<file path="src/rtl/julia_engine.sv">
// Julia-set frame generator: iterates z = z^2 + c per LCD pixel and writes packed 8-bit escape counts to SDRAM.
// Optional JULIA_ENGINE_ANIMATE_EN: free-running frames with c_re advanced by C_STEP after each frame.
module julia_engine #(
  parameter int          H_RES     = 800,
  parameter int          V_RES     = 480,
  parameter int          MAX_ITER  = 255,
  parameter logic [21:0] BASE_ADDR = 22'd0,
  parameter logic [15:0] X_START   = 16'hE000,
  parameter logic [15:0] Y_START   = 16'h1333,
  parameter logic [15:0] STEP      = 16'h0014,
  parameter logic [1:0]  CMD_NOP   = 2'd0,
  parameter logic [1:0]  CMD_WRITE = 2'd2,
  parameter logic [15:0] C_STEP    = 16'h0008
) (
  input  logic        i_Clk,
  input  logic        i_Rst_N,
  input  logic        i_Begin,
  input  logic [15:0] i_C_Re,
  input  logic [15:0] i_C_Im,
  input  logic        i_Data_Write_Done,
  output logic [1:0]  o_Command,
  output logic [21:0] o_Data_Address,
  output logic [31:0] o_Data_Write,
  output logic        o_Busy,
  output logic        o_Frame_Done
);

  localparam int X_W = $clog2(H_RES + 1);
  localparam int Y_W = $clog2(V_RES + 1);

  typedef enum logic [1:0] {S_IDLE, S_INIT, S_ITER, S_WRITE} state_t;

  state_t                r_State;
  logic signed [15:0]    r_Cr, r_Ci;
  logic signed [15:0]    r_Z0r, r_Z0i;
  logic signed [15:0]    r_Zr, r_Zi;
  logic [7:0]            r_N;
  logic [X_W-1:0]        r_X;
  logic [Y_W-1:0]        r_Y;
  logic [23:0]           r_Pack;

  // Q8.24 product back to Q4.12, keeping the low 16 bits
  function automatic logic signed [15:0] fx_trunc(input logic signed [31:0] prod,
                                                  input int unsigned sh);
    logic signed [31:0] s;
    s = prod >>> sh;
    return s[15:0];
  endfunction

  logic signed [31:0] w_ZrSq, w_ZiSq, w_ZrZi;
  logic [32:0]        w_Mag;
  logic               w_Esc, w_PixDone;
  logic [7:0]         w_Pixel;
  logic signed [15:0] w_ZrNext, w_ZiNext;

  assign w_ZrSq    = r_Zr * r_Zr;
  assign w_ZiSq    = r_Zi * r_Zi;
  assign w_ZrZi    = r_Zr * r_Zi;
  assign w_Mag     = {1'b0, w_ZrSq} + {1'b0, w_ZiSq};
  assign w_Esc     = w_Mag > 33'h0_0400_0000;
  assign w_PixDone = w_Esc || (({1'b0, r_N} + 9'd1) == 9'(MAX_ITER));
  assign w_Pixel   = w_Esc ? r_N : 8'(MAX_ITER);
  assign w_ZrNext  = fx_trunc(w_ZrSq - w_ZiSq, 12) + r_Cr;
  assign w_ZiNext  = fx_trunc(w_ZrZi, 11) + r_Ci;

  logic               w_LastX, w_LastY;
  logic [X_W-1:0]     w_XNext;
  logic [Y_W-1:0]     w_YNext;
  logic signed [15:0] w_Z0rNext, w_Z0iNext;

  assign w_LastX   = (r_X == X_W'(H_RES - 1));
  assign w_LastY   = (r_Y == Y_W'(V_RES - 1));
  assign w_XNext   = w_LastX ? '0 : r_X + X_W'(1);
  assign w_YNext   = w_LastX ? r_Y + Y_W'(1) : r_Y;
  assign w_Z0rNext = w_LastX ? $signed(X_START) : r_Z0r + $signed(STEP);
  assign w_Z0iNext = w_LastX ? r_Z0i - $signed(STEP) : r_Z0i;

  // z datapath: loaded in INIT, iterated in ITER; no reset needed
  always_ff @(posedge i_Clk) begin
    if (r_State == S_INIT) begin
      r_Zr <= r_Z0r;
      r_Zi <= r_Z0i;
    end else if (r_State == S_ITER) begin
      r_Zr <= w_ZrNext;
      r_Zi <= w_ZiNext;
    end
  end

  always_ff @(posedge i_Clk) begin
    if (!i_Rst_N) begin
      r_State        <= S_IDLE;
      r_Cr           <= '0;
      r_Ci           <= '0;
      r_Z0r          <= '0;
      r_Z0i          <= '0;
      r_N            <= '0;
      r_X            <= '0;
      r_Y            <= '0;
      r_Pack         <= '0;
      o_Command      <= CMD_NOP;
      o_Data_Address <= '0;
      o_Data_Write   <= '0;
      o_Busy         <= 1'b0;
      o_Frame_Done   <= 1'b0;
    end else begin
      o_Frame_Done <= 1'b0;
      case (r_State)
        S_IDLE: begin
          if (i_Begin) begin
            r_Cr           <= $signed(i_C_Re);
            r_Ci           <= $signed(i_C_Im);
            r_X            <= '0;
            r_Y            <= '0;
            r_Z0r          <= $signed(X_START);
            r_Z0i          <= $signed(Y_START);
            o_Data_Address <= BASE_ADDR;
            o_Busy         <= 1'b1;
            r_State        <= S_INIT;
          end
        end
        S_INIT: begin
          r_N     <= '0;
          r_State <= S_ITER;
        end
        S_ITER: begin
          if (w_PixDone) begin
            case (r_X[1:0])
              2'd0:    r_Pack[7:0]   <= w_Pixel;
              2'd1:    r_Pack[15:8]  <= w_Pixel;
              2'd2:    r_Pack[23:16] <= w_Pixel;
              default: r_Pack        <= r_Pack;
            endcase
            if (r_X[1:0] == 2'd3) begin
              o_Data_Write <= {w_Pixel, r_Pack};
              o_Command    <= CMD_WRITE;
              r_State      <= S_WRITE;
            end else begin
              r_X     <= w_XNext;
              r_Y     <= w_YNext;
              r_Z0r   <= w_Z0rNext;
              r_Z0i   <= w_Z0iNext;
              r_State <= S_INIT;
            end
          end else begin
            r_N <= r_N + 8'd1;
          end
        end
        S_WRITE: begin
          if (i_Data_Write_Done) begin
            o_Command <= CMD_NOP;
            if (w_LastX && w_LastY) begin
              o_Frame_Done <= 1'b1;
              // c is relatched on the next i_Begin, so this only matters when animating
              r_Cr         <= r_Cr + $signed(C_STEP);
`ifdef JULIA_ENGINE_ANIMATE_EN
              r_X            <= '0;
              r_Y            <= '0;
              r_Z0r          <= $signed(X_START);
              r_Z0i          <= $signed(Y_START);
              o_Data_Address <= BASE_ADDR;
              r_State        <= S_INIT;
`else
              o_Busy  <= 1'b0;
              r_State <= S_IDLE;
`endif
            end else begin
              r_X            <= w_XNext;
              r_Y            <= w_YNext;
              r_Z0r          <= w_Z0rNext;
              r_Z0i          <= w_Z0iNext;
              o_Data_Address <= o_Data_Address + 22'd1;
              r_State        <= S_INIT;
            end
          end
        end
        default: r_State <= S_IDLE;
      endcase
    end
  end

endmodule

</file>
<file path="config.mk">
export PLATFORM = sky130hd
export DESIGN_NAME = julia_engine
export DESIGN_NICKNAME = d
export VERILOG_FILES = /design/src/rtl/julia_engine.sv
export SDC_FILE = /design/constraint.sdc
export NUM_CORES = 2
export LEC_CHECK = 0
export ABC_AREA = 0
export BUFFER_PORTS_ARGS = -buffer_cell sky130_fd_sc_hd__buf_2
export CAP_MARGIN = 25
export CELL_PAD_IN_SITES_DETAIL_PLACEMENT = 1
export CELL_PAD_IN_SITES_GLOBAL_PLACEMENT = 2
export CORE_ASPECT_RATIO = 2
export CORE_MARGIN = 5
export CORE_UTILIZATION = 40
export CTS_CLUSTER_DIAMETER = 200
export DETAILED_ROUTE_END_ITERATION = 7
export PLACE_DENSITY_LB_ADDON = 0.1
export SYNTH_ARGS = -nofsm -noshare
export SYNTH_HDL_FRONTEND = slang
export SYNTH_SLANG_ARGS = --single-unit
export TNS_END_PERCENT = 20
</file>
<file path="constraint.sdc">
create_clock -name i_Clk -period 12.5 [get_ports i_Clk]
set_input_delay 1.875 -clock i_Clk [delete_from_list [all_inputs] [get_ports i_Clk]]
set_output_delay 1.875 -clock i_Clk [all_outputs]
set_load 0.01 [all_outputs]
</file>
# After elaboration in Yosys (flattened, before gate mapping)
# Cells that the tools add are included.
# classes
order_cmp	1
n_addsub	12
n_mul	3
n_mux	58
reduce_logical	20
eq_ne	17
# ops
op	n
$mux 16	19
$pmux 16 s3	2
$mux 22	3
$mul 16x16->32	2
$mux 10	6
$mux 9	6
$pmux 22 s2	1
$add 32x32->33	1
$gt 33x27->1 const B	1
$add 16x16->16	2
$pmux 16 s2	1
$pmux 10 s3	1
$sub 28x28->28	1
$mul 16x16->27	1
$pmux 9 s3	1
$add 22x1->22 const B	1
$reduce_and 3->1	6
$add 16x5->16 const B	1
$add 16x6->16 const B	1
$mux 8	2
$pmux 8 s2	1
$sub 16x6->16 const B	1
$mux 2	7
$ne 2x2->1 const B	7
other kinds (22)	36
# word_totals
regBits	207
inputBits	36
wordCells	129
out_inout_bits	58

# Logic depth before layout (Yosys ltp)
# depth
ltp_word	6
mapped_depth	44

# Least setup slack after synthesis
# No wires, ideal clock.
# synth_path
path_kind	reg2reg
from	register r_Zi[4]
to	register r_N[6]
t_arrival_ns	9.609
required_ns	12.379
stages_incl_launch_ff	38
path_slack_ns	2.770
path_cell_list	edfxtp_1 > clkbuf_1 > clkbuf_1 > nand2_1 > fa_1 > fa_1 > inv_1 > ha_1 > inv_1 > fa_1 > fa_1 > fa_1 > inv_1 > ha_1 > a2111oi_0 > nand2_1 > a21oi_1 > o21ai_0 > [... 2 more ...] > nor3_1 > a21o_1 > a21oi_1 > xnor2_1 > ha_1 > a211o_1 > a2111oi_4 > a31oi_2 > or4_1 > nor4_1 > o2111ai_1 > nor4b_2 > or2_2 > and3_1 > buf_6 > buf_8 > nand4_2 > mux2_4
# synth_between
elab_chain_cells	6
# synth_lines
element	line	rtl
from (decl)	36	logic signed [15:0] r_Zr, r_Zi;
from (signal assigned)	82	r_Zi <= r_Z0i;
from (signal assigned)	85	r_Zi <= w_ZiNext;
$mul 16x16->32	57	assign w_ZiSq = r_Zi * r_Zi;
$add 32x32->33	59	assign w_Mag = {1'b0, w_ZrSq} + {1'b0, w_ZiSq};
$gt 33x27->1	60	assign w_Esc = w_Mag > 33'h0_0400_0000;
$logic_or 1x1->1	61	assign w_PixDone = w_Esc || (({1'b0, r_N} + 9'd1) == 9'(MAX_ITER));
$ne 2x2->1 (no line)	-	
$reduce_and 2->1 (no line)	-	
to (signal assigned)	145	r_N <= r_N + 8'd1;
to (decl)	37	logic [7:0] r_N;
# No other way between the ends.
# A chain may end at the register's enable or synchronous reset.

# Worst setup path in the final report
# layout_path
from	register r_Zi[5]
to	register o_Data_Write[24]
# layout_between
elab_chain_cells	5
# layout_lines
element	line	rtl
$mul 16x16->32 (*)	57	
$add 32x32->33 (*)	59	
$gt 33x27->1 (*)	60	
$logic_or 1x1->1	61	
$reduce_and 3->1 (no line)	-	
to (signal assigned)	134	o_Data_Write <= {w_Pixel, r_Pack};
to (decl)	23	output logic [31:0] o_Data_Write,
# Every way passes the cells marked *; elsewhere a longest branch is shown, timed or not.

==> results.md <==
STA:
- The setup skew after layout is 0.0341 ns.
- Setup repair after global routing left no endpoint under its margin.
- Setup total negative slack on the finished layout was measured at 0 ns.
- Based on the critical path, the design can be clocked at up to 85.2 MHz.
- The number of hold violations in the final report is 0.
- The worst relative slew slack is 37.5%.
- The tightest hold path in the finished design has a slack of 0.460 ns.
- The worst path needs 11.74 ns of the cycle, external delays included.
- Setup violations remaining at the end of the flow were counted as 0.
- For the pin with the worst max-slew slack, the measured transition is 0.938 ns.
- The count of pins over their slew limit is 0.
- After layout, the worst path uses 93.9% of the clock period.

Synth:
- The number of synthesized flops with an enable pin is 32.
- The synthesized area per cell is 8.72 sq um.
- The sequential share of the synthesized area is 11.3%.
- The Yosys step of the flow raised 0 warnings.
- The post-synthesis async set-or-reset flop share is 0%.
- The post-synth net total is 5542.
- The cell area after synthesis is 0.0389 sq mm.
- The synthesized design contains 203 register bits.
- The distinct cell type count after synthesis is 83.
- The top flip-flop cell by instance count after synthesis is sky130_fd_sc_hd__dfxtp_1.
- The count of mapped cells out of synthesis is 4464.

Hold path:
- The start point of the worst hold path is o_Data_Write[2].
- The min-delay analysis places its worst path in the category flop to flop.
- The number of stages on the worst hold path is 2.
- The path with the worst hold slack has its endpoint at o_Data_Write[2].

Critical path:
- The worst path arrival time is 12.19 ns.
- The depth of the critical timing path with buffers and inverters included is 33.
- The worst register-to-register path has a setup slack of 0.76 ns.
- The delay of the slowest critical-path stage is 0.87 ns.
- The combined buffer and inverter count along the critical path is 3.
- The startpoint of the worst-slack reg-to-reg timing path is r_Zi[5].
- The critical path is of the flop to flop type.
- By instance count, the cell type seen most on the critical path is sky130_fd_sc_hd__fa_1.
- The data required time at the worst endpoint is 12.95 ns.
- The end of the worst register-to-register path is o_Data_Write[24].
- The element type at the critical path end is a flop.
- The worst-path maximum fanout is 32.
- The slowest cell on the critical path is sky130_fd_sc_hd__edfxtp_1.
- Grouping stages by cell kind, the critical path spends the most delay in simple AND/OR/NAND/NOR gates.
- STA classifies the critical path startpoint as a flop.
- The count of cells along the worst register-to-register path is 33.

Finish:
- The area growth from synthesis to layout is 6.16%.
- The post-route netlist has 5.23% of its cells at a drive strength greater than 1.
- The number of nets in the final layout is 5513.
- Cells fill 42.5% of the core in the end.

Clocking:
- The clock-pin slew reported for the worst setup and hold paths after clock tree synthesis is 0.08 ns.
- The number of gates resized after CTS was 0.
- No sink is reached through more buffers than the 3 on the longest clock path.
- Post-CTS timing repair inserted 0 buffers for setup.
- The library cell used as clock root buffer is sky130_fd_sc_hd__clkbuf_16.
- The number of buffers inserted during clock tree synthesis is 22.
- The total of hold buffers inserted after clock tree synthesis is 0.
- The number of clock sinks seen by CTS is 203.
- The worst-skew pair later-pin latency is 0.58 ns.
- The CTS tree is built.
- In this run the number of H-tree levels came out at 1.

Die:
- The width of the die is 231 um.
- The area of the die is 0.104 sq mm.
- The number of I/O pins is 94.
- The row count is 162.
- The core outline area is 0.0971 sq mm.
- For this configuration, the core starts out at a cell density of 40.1%.
- The height of the die is 451 um.

Routing:
- The number of antenna-violating nets in the routed design is 0.
- After detailed routing, the average wire length per cell comes to 22.1 um.
- The number of detailed-route iterations in the first pass is 5.
- The count of vias placed by the detailed router is 30100.
- The routed design has 125 mm of wire.
- The DRC violations left is 0.
- The DRC marker count from the first detailed-route iteration is 1013.
- Dividing the detail-routed via count by the number of cells gives 5.30.

Place:
- Buffers placed on the I/O ports in this run total 92.
- Routability-driven placement finished with a final weighted congestion of 0.848.
- The half-perimeter wire length after detailed placement is 106 mm.

Global route:
- The total track usage is 24.3%.
- The number of antenna violations at the first check in global routing is 5.
- Summed over all layers, the global routing overflow is 0.
- Entering global routing, the biggest net connects 63 pins.
- The first global-routing pass estimated 196 mm of wire.
- The via count of the first global-routing pass came to 34700.

Run:
- Max-cap violations in this run came to 0.

Status:
- The flow ran to the end, and the final reports show no timing, DRC or antenna violations.
==> metal layers <==
| metal | part of all wire, % | vias up | global-route usage, % |
|---|---|---|---|
| met1 | 33 | 15700 | 23.6 |
| met2 | 60 | 402 | 51.0 |
| met3 | 1.6 | 195 | 1.32 |
| li1 | - | 13900 | - |
| met5 | 0 | - | 0 |
| met4 | 5.6 | 0 | 11.2 |
==> per-stage QoR <==
step | area [sq um] | instances | worst slack, ns
after floorplan | 38900 | 4464 | 2.77
after global placement | 40500 | 5639 | 0.867
after detailed placement | 40500 | 5641 | 0.668
after CTS | 41300 | 5681 | 0.569
after global routing | 41300 | 5682 | 0.236
final | 41300 | 5682 | 0.760
==> state kept, by name, summed over array words and instances (netlist names) <==
signal	flops
r_Z0r	14
o_Command	1
r_Ci	16
r_X	10
o_Busy	1
r_Zr	16
r_Zi	16
r_Cr	16
o_Frame_Done	1
r_Y	9
r_Pack	24
r_Z0i	15
r_N	8
o_Data_Address	22
r_State	2
o_Data_Write	32
==> cell type report <==
cell class | instances | area (sq um)
antenna | 1 | 2.50
clock buffer | 30 | 662
clock inverter | 10 | 105
fill | 11400 | 55800
inverter | 976 | 3660
multi-input combinational | 3083 | 30000
sequential | 203 | 4380
tap | 1230 | 1540
timing repair buffer | 149 | 906
==> synth_stat cells, types with 10 or more instances <==
| cell | count | share of area [%] |
|---|---|---|
| sky130_fd_sc_hd__a21oi_1 | 166 | 2.1 |
| sky130_fd_sc_hd__buf_1 | 10 | 0.096 |
| sky130_fd_sc_hd__dfxtp_1 | 171 | 8.8 |
| sky130_fd_sc_hd__a211oi_1 | 20 | 0.39 |
| sky130_fd_sc_hd__o22ai_1 | 10 | 0.16 |
| sky130_fd_sc_hd__o31ai_1 | 23 | 0.44 |
| sky130_fd_sc_hd__nand2b_1 | 37 | 0.59 |
| sky130_fd_sc_hd__nand4_1 | 22 | 0.35 |
| sky130_fd_sc_hd__or3_1 | 21 | 0.34 |
| sky130_fd_sc_hd__nand3_1 | 76 | 0.98 |
| sky130_fd_sc_hd__o21bai_1 | 27 | 0.52 |
| sky130_fd_sc_hd__clkbuf_1 | 179 | 1.7 |
| sky130_fd_sc_hd__nor4_1 | 13 | 0.21 |
| sky130_fd_sc_hd__edfxtp_1 | 32 | 2.5 |
| sky130_fd_sc_hd__or2_2 | 10 | 0.16 |
| sky130_fd_sc_hd__inv_1 | 974 | 9.4 |
| sky130_fd_sc_hd__a31oi_1 | 39 | 0.63 |
| sky130_fd_sc_hd__mux2i_1 | 32 | 0.82 |
| sky130_fd_sc_hd__nor2b_1 | 29 | 0.47 |
| sky130_fd_sc_hd__ha_1 | 346 | 11 |
| sky130_fd_sc_hd__and3_1 | 41 | 0.66 |
| sky130_fd_sc_hd__o21ai_0 | 121 | 1.6 |
| sky130_fd_sc_hd__xnor2_1 | 129 | 2.9 |
| sky130_fd_sc_hd__xor2_1 | 66 | 1.5 |
| sky130_fd_sc_hd__a311oi_1 | 27 | 0.61 |
| sky130_fd_sc_hd__o21a_1 | 14 | 0.27 |
| sky130_fd_sc_hd__and2_1 | 177 | 2.8 |
| sky130_fd_sc_hd__a21o_1 | 36 | 0.69 |
| sky130_fd_sc_hd__or4_1 | 17 | 0.33 |
| sky130_fd_sc_hd__nand2_1 | 489 | 4.7 |
| sky130_fd_sc_hd__fa_1 | 696 | 36 |
| sky130_fd_sc_hd__nor2_1 | 210 | 2.0 |
| sky130_fd_sc_hd__o211ai_1 | 12 | 0.23 |
| sky130_fd_sc_hd__nor3_1 | 50 | 0.64 |
==> worst max path at each step <==
stage	from	slack, ns	to
CTS	r_Zi[5]	0.57	o_Data_Write[24]
floorplan	r_Zi[4]	2.77	r_N[6]
global route	r_Zi[5]	0.24	o_Data_Write[24]
detailed placement	r_Zi[5]	0.67	o_Data_Write[25]
global placement	r_Zi[5]	0.87	o_Data_Write[25]
finish	r_Zi[5]	0.76	o_Data_Write[24]
==> placed cells by master, fill, tap and decap left out, types with 32 or more instances in the layout <==
master / count
sky130_fd_sc_hd__nand2_1: 489
sky130_fd_sc_hd__buf_2: 93
sky130_fd_sc_hd__inv_1: 974
sky130_fd_sc_hd__ha_1: 345
sky130_fd_sc_hd__fa_1: 696
sky130_fd_sc_hd__o21ai_0: 120
sky130_fd_sc_hd__nor3_1: 50
sky130_fd_sc_hd__nand2b_1: 37
sky130_fd_sc_hd__and3_1: 41
sky130_fd_sc_hd__dfxtp_1: 171
sky130_fd_sc_hd__nand3_1: 76
sky130_fd_sc_hd__mux2i_1: 32
sky130_fd_sc_hd__xnor2_1: 129
sky130_fd_sc_hd__edfxtp_1: 32
sky130_fd_sc_hd__buf_4: 54
sky130_fd_sc_hd__nor2_1: 209
sky130_fd_sc_hd__xor2_1: 66
sky130_fd_sc_hd__a21oi_1: 166
sky130_fd_sc_hd__a31oi_1: 39
sky130_fd_sc_hd__and2_1: 176
sky130_fd_sc_hd__a21o_1: 36
==> cells by family (layout without fill, tap and decap cells) <==
family | after synthesis | in the layout | share of synthesized area (%)
AOI/OAI and AO/OA | 580 | 580 | 9.71
xor gates and xnor gates | 195 | 195 | 4.39
adders and majority gates | 1042 | 1042 | 46.9
buffers and inverters | 1178 | 1165 | 11.5
DFF | 203 | 203 | 11.3
muxes | 39 | 39 | 1.04
other | 1 | 2 | 0.00964
and+or+nand+nor | 1226 | 1226 | 15.1
==> worst register-to-register path, delay by kind of cell (launching register included) <==
| kind | cells | cell delay [ns] |
|---|---|---|
| fa+ha+maj | 8 | 3.49 |
| flops | 1 | 0.87 |
| compound gates | 11 | 3.18 |
| xor+xnor | 1 | 0.24 |
| simple gates | 10 | 3.63 |
| buf+inv | 3 | 0.19 |
Power is left out: the tool's default activity adds up to more than one toggle a clock period on the data nets, which glitch-free logic cannot reach.
